## src/rtl/dmem_arbiter.sv

```systemverilog
// Round-robin arbiter placing two valid/ready masters in front of a single-port data memory,
// with a built-in sweep that writes zero to every word on command.
module dmem_arbiter #(
  parameter int DW    = 32,
  parameter int AW    = 32,
  parameter int DEPTH = 256
) (
  input  logic          clk,
  input  logic          reset,
  input  logic          valid0,
  input  logic          valid1,
  input  logic          we0,
  input  logic          we1,
  input  logic [AW-1:0] addr0,
  input  logic [AW-1:0] addr1,
  input  logic [DW-1:0] wdata0,
  input  logic [DW-1:0] wdata1,
  output logic          ready0,
  output logic          ready1,
  output logic          rvalid0,
  output logic          rvalid1,
  output logic [DW-1:0] rdata0,
  output logic [DW-1:0] rdata1,
  input  logic          clear_start,
  output logic          clear_busy,
  output logic          clear_done,
  output logic [AW-1:0] mem_addr,
  output logic [DW-1:0] mem_wd,
  output logic          mem_we,
  input  logic [DW-1:0] mem_rd
);

  localparam int CW = (DEPTH > 1) ? $clog2(DEPTH) : 1;
  localparam logic [CW-1:0] LAST_ADDR = CW'(DEPTH - 1);

  typedef enum logic {IDLE, CLEAR} state_t;

  state_t        state_reg, state_next;
  logic [CW-1:0] counter_reg;
  logic          last_grant_reg;
  logic          grant_any;
  logic          grant_sel;
  logic          sweep_end;

  // A grant is only possible in IDLE when no sweep is being requested.
  assign grant_any = (state_reg == IDLE) && !clear_start && (valid0 || valid1);
  assign grant_sel = (valid0 && valid1) ? ~last_grant_reg : valid1;
  assign sweep_end = (state_reg == CLEAR) && (counter_reg == LAST_ADDR);

  always_ff @(posedge clk) begin
    if (reset) begin
      state_reg <= IDLE;
    end else begin
      state_reg <= state_next;
    end
  end

  always_comb begin
    state_next = state_reg;
    case (state_reg)
      IDLE:    if (clear_start) state_next = CLEAR;
      CLEAR:   if (sweep_end) state_next = IDLE;
      default: state_next = IDLE;
    endcase
  end

  always_comb begin
    ready0     = 1'b0;
    ready1     = 1'b0;
    mem_we     = 1'b0;
    mem_addr   = '0;
    mem_wd     = '0;
    clear_busy = (state_reg == CLEAR);
    if (state_reg == CLEAR) begin
      mem_we   = 1'b1;
      mem_addr = AW'(counter_reg);
    end else if (grant_any) begin
      ready0   = !grant_sel;
      ready1   = grant_sel;
      mem_we   = grant_sel ? we1 : we0;
      mem_addr = grant_sel ? addr1 : addr0;
      mem_wd   = grant_sel ? wdata1 : wdata0;
    end
  end

  always_ff @(posedge clk) begin
    if (reset) begin
      counter_reg    <= '0;
      last_grant_reg <= 1'b1;
      rvalid0        <= 1'b0;
      rvalid1        <= 1'b0;
      rdata0         <= '0;
      rdata1         <= '0;
      clear_done     <= 1'b0;
    end else begin
      clear_done <= sweep_end;
      if (state_reg == IDLE || sweep_end) begin
        counter_reg <= '0;
      end else begin
        counter_reg <= counter_reg + 1'b1;
      end
      if (grant_any) begin
        last_grant_reg <= grant_sel;
      end
      // Read data is captured at the accepting edge; writes leave rdata untouched.
      rvalid0 <= grant_any && !grant_sel && !we0;
      rvalid1 <= grant_any && grant_sel && !we1;
      if (grant_any && !grant_sel && !we0) begin
        rdata0 <= mem_rd;
      end
      if (grant_any && grant_sel && !we1) begin
        rdata1 <= mem_rd;
      end
    end
  end

endmodule

```

## config.mk

```make
export PLATFORM = sky130hd
export DESIGN_NAME = dmem_arbiter
export DESIGN_NICKNAME = d
export VERILOG_FILES = /design/src/rtl/dmem_arbiter.sv
export SDC_FILE = /design/constraint.sdc
export NUM_CORES = 1
export LEC_CHECK = 0
export ABC_CLOCK_PERIOD_IN_PS = 5750
export CELL_PAD_IN_SITES_DETAIL_PLACEMENT = 1
export CELL_PAD_IN_SITES_GLOBAL_PLACEMENT = 2
export CORE_MARGIN = 5
export CORE_UTILIZATION = 20
export CTS_BUF_LIST = sky130_fd_sc_hd__clkbuf_4 sky130_fd_sc_hd__clkbuf_8
export DETAILED_ROUTE_END_ITERATION = 10
export PLACE_DENSITY_LB_ADDON = 0.12
export SLEW_MARGIN = 20
export SYNTH_ARGS = -nofsm -noshare
export SYNTH_HDL_FRONTEND = slang
export SYNTH_SLANG_ARGS = --single-unit
```

## constraint.sdc

```tcl
create_clock -name clk -period 5.75 [get_ports clk]
set_input_delay 1.725 -clock clk [delete_from_list [all_inputs] [get_ports clk]]
set_output_delay 1.725 -clock clk [all_outputs]
set_load 0.1 [all_outputs]
```

Word-level counts from Yosys, hierarchy flattened
Cells that the tools add are included.
Word-level totals
  register bits after elaboration: 77
  latch bits: 0
  memory bits (writable): 0
  memory bits (read-only): 0
  input bits: 167
  output and inout port bits: 135
  word-level logic and storage cells: 44
  memories kept: 0
Operators by class
  add/sub/neg operators: 1
  $mul: 0
  div/mod/pow operators: 0
  $lt $le $gt $ge: 0
  eq/ne operators: 1
  shift operators: 0
  multiplexer cells: 17
  bitwise logic cells: 2
  reductions and logical operators: 15
Operator list (count)
  32-bit two-way mux: 6
  1-bit two-way mux: 10
  8-bit by 1-bit adder with 8-bit output (second input constant): 1
  8-bit == test (second input constant): 1
  1-bit logical AND: 8
  1-bit zero test: 4
  1-bit logical OR: 2
  1-bit inverter: 2
  1-bit one-hot mux with 2 select lines: 1
  2-bit OR reduction: 1

Depth between registers and ports, before layout
  depth in word-level cells: 5
  depth in mapped cells: 5
  mapped depth without buffers: 4

Least setup slack after synthesis
OpenSTA, ideal clock, no wires.
  path type: input port to output port
  start: in clear_start
  end: out mem_wd[22]
  data arrival time: 3463 ps
  data required time: 4025 ps
  setup slack: 562 ps
  stages: 4
  cells stage by stage: nor2_4 > and3_4 > buf_2 > a22o_1
On the way
  cells in the longest elaborated chain, start to end: 5
RTL lines
  from (decl): line 24  | input logic clear_start,
  1-bit zero test: line 46  | assign grant_any = (state_reg == IDLE) && !clear_start && (valid0 || valid1);
  1-bit logical AND (2 in a row): line 46
  32-bit two-way mux: line 77  | end else if (grant_any) begin
  32-bit two-way mux: line 74  | if (state_reg == CLEAR) begin
  to (decl): line 28  | output logic [DW-1:0] mem_wd,
Every way passes these cells.

Worst setup path in the final report
  start: in valid1
  end: out mem_addr[19]
On the way
  cells in the longest elaborated chain, start to end: 5
  elaborated cells between the ends (all ways): 7
RTL lines
  from (decl): line 11  | input logic valid1,
  1-bit logical AND: line 47  | assign grant_sel = (valid0 && valid1) ? ~last_grant_reg : valid1;
  1-bit two-way mux: line 47
  32-bit two-way mux: line 81  | mem_addr = grant_sel ? addr1 : addr0;
  32-bit two-way mux *: line 77
  32-bit two-way mux *: line 74
  to (decl): line 27  | output logic [AW-1:0] mem_addr,
Every way passes the cells marked *; elsewhere a longest branch is shown, timed or not.

==> metrics.yaml <==
yosys_register_bits: 77
timing.critical_path.buf_inv: 3
max_cap_viol_count: 0
floorplan.die_area_sq_um: 22700
power.net_switching_mw: 0.625
synth_top_area_share_pct: 38.9
fin_util_pct: 41.3
final_cell_mix: "233 x sky130_fd_sc_hd__clkdlybuf4s50_1, 98 x sky130_fd_sc_hd__nand2b_1, 77 x sky130_fd_sc_hd__dfxtp_1, 69 x sky130_fd_sc_hd__buf_12, 64 x sky130_fd_sc_hd__mux2i_1"
slew_violations: 0
grt_max_degree: 67
worst_path_dominant_cell_family: "buffers and inverters"
tritoncts_clock_tree: "done"
clk_root_buffer_cell: "sky130_fd_sc_hd__clkbuf_8"
synth_top_area_cell: "sky130_fd_sc_hd__dfxtp_1"
cellInternalPower_mw: 1.08
fin_tns_setup_ns: 0
ys_seq_area_share_pct: 38.9
final_area_sq_um: 8040
dp_worst_setup_slack_ns: 0.610
min_from: "rdata1[14]"
post_cts.resized_instances: 0
p_comb_share_pct: 39.7
worstSetupStartpointType: "primary input"
ys_warn_count: 0
ctsHoldBuffers: 0
outcome: "finished, final reports clean"
crit_start: "valid1"
synthCells: 393
cts_setup_buffers: 0
first_pass_iters: 4
chipHeight_um: 151
worst_pin_slew_ns: 1.05
wl_um: 19900
syn_area_per_cell_sq_um: 10.1
worst_r2r_startpoint: "clear_busy"
static-leakage-power_nw: 3.10
post_route_cells_drive_above_1_share_pct: 14.1
crit_type: "primary input to output pin"
critPathRequiredTime_ns: 4.03
syn-cell-area_sq_um: 3960
first_global_vias: 4501
report.final.hold_viol_count: 0
clkLatencyLatePin_ns: 0.36
global_router_s_overall_resource_usage_pct: 16.8
globalRoute.totalOverflow: 0
max_freq_mhz: 194
post-dp-hpwl_um: 16400
layout_min_cycle_time_ns: 5.15
cts_max_level: 3
min_period_over_period_pct: 89.6
synth.net_count: 561
clk_path_buf_depth: 2
finalSetupViolCount: 0
p_clk_share_pct: 27.7
cts-buffers-inserted: 9
power.share.sequential_pct: 32.6
post_route_drc: 0
ys_types: 36
critPathMaxStageDelay_ns: 0.54
finalNetCount: 845
holdCritPathClass: "flip-flop to flip-flop"
via_count: 4137
gp_congestion: 0.839
crit_path_end_kind: "output pin"
post_synth_main_area_contributors: "sky130_fd_sc_hd__dfxtp_1 39%, sky130_fd_sc_hd__mux2i_1 16%, sky130_fd_sc_hd__nand2b_1 15%, sky130_fd_sc_hd__a22o_1 12%, sky130_fd_sc_hd__buf_6 2.6%"
wl_per_cell_um: 21.0
worst_ep_arrival_time_ns: 3.43
area.growth.synth_to_final_pct: 103
clkTransAtPathRegs_ns: 0.07
finClkSkew_ns: 0.00968
grt_pass1_wl_um: 28300
drt_first_iter_violations: 67
antenna_left: 0
final_common_cell: "sky130_fd_sc_hd__clkdlybuf4s50_1"
grt_setup_unrepaired: "false"
crit_top_cell: "sky130_fd_sc_hd__buf_12"
cellPowerDensity_nw_per_um2: 212
critPathSlowestCell: "sky130_fd_sc_hd__clkdlybuf4s50_1"
critical_path.cell_chain: "clkdlybuf4s50_1, a21boi_2, and2_4, buf_12, a22o_1, buf_12"
rows: 51
ir_worst_vdd_uv: 105
io_buffer_count: 301
crit_path_max_fanout: 66
antenna_found_initial: 5
slew_limit_headroom_pct: 29.9
viasPerCell: 4.35
placeableCoreArea_sq_um: 19500
dpl_cell_area_sq_um: 7810
start_util_pct: 20.3
power.share.switching_pct: 36.7
fin_ws_ns: 0.599
pin_count: 302
die_w_um: 151
cts_sinks: 77
## power groups by stage
| stage | combinational [mW] | clock (mW) | sequential, mW |
|---|---|---|---|
| final | 0.677 | 0.472 | 0.555 |
| after global routing | 0.697 | 0.516 | 0.557 |
| after CTS | 0.683 | 0.495 | 0.555 |
| after detailed placement | 0.681 | 0 | 0.568 |
| after global placement | 0.676 | 0 | 0.567 |
| after floorplan | 0.304 | 0 | 0.650 |
## cells in the mapped netlist, drive strengths merged
cell type	number
ha	1
o21ai	2
o21bai	1
a211oi	1
a21boi	1
o21ba	1
nand3	3
a21oi	3
o211ai	1
nand4b	1
a221o	10
nor2b	1
nor3	2
or3	2
dfxtp	77
buf	21
clkbuf	12
inv	5
nand2	3
and4	1
nor2	8
a31oi	1
a22o	56
nand4	3
nand2b	99
and3	2
xnor2	2
and2	9
mux2i	64
## cells by family (layout without fill, tap and decap cells)
logic type,count (synthesis),count (layout),synth area share [%]
buffers and inverters,38,327,6.13
multiplexers,64,64,16.2
AND/OR/NAND/NOR,134,134,21.2
AO/OA/AOI/OAI,77,77,16.8
XOR/XNOR,2,2,0.443
other,0,3,0
adder cells (fa/ha/maj),1,1,0.316
flip-flops,77,77,38.9
## metrics by stage
stage                     hold slack, ns  power (mW)  std cells
final                              0.478        1.70        950
after floorplan                    0.448       0.954        393
after detailed placement           0.463        1.25        931
after global routing               0.489        1.77        950
after CTS                          0.481        1.73        947
after global placement             0.460        1.24        931
## worst min-delay path, cell delays in order, from the launching register on
cell and delay [ns]:
sky130_fd_sc_hd__dfxtp_1 0.32, sky130_fd_sc_hd__nand2b_1 0.06, sky130_fd_sc_hd__mux2i_1 0.06
## path summary, 6_finish.rpt
check	to	slack, ns	depth (start not counted)
worst max-delay path	mem_addr[19]	0.60	6
worst min register to register	rdata1[14]	0.48	2
worst min-delay path	rdata1[14]	0.48	2
worst max register to register	rdata1[30]	3.95	3
## layout make-up
type	count	area [sq um]
Antenna cell	3	7.51
Clock buffer	10	138
Clock inverter	6	91.3
Fill cell	2145	11400
Inverter	5	18.8
Multi-Input combinational cell	278	2170
Sequential cell	77	1540
Tap cell	265	332
Timing Repair Buffer	306	3740
## routing by layer
metal	routed length [um]	up-vias	share of wire, %	GRT usage, %
li1	-	1966	-	-
met1	7170	1961	36	17.0
met2	10700	181	54	31.4
met3	1690	25	8.5	5.72
met4	369	4	1.9	6.66
met5	27	-	0.14	0
No activity file was read; power rests on OpenSTA's default activity.
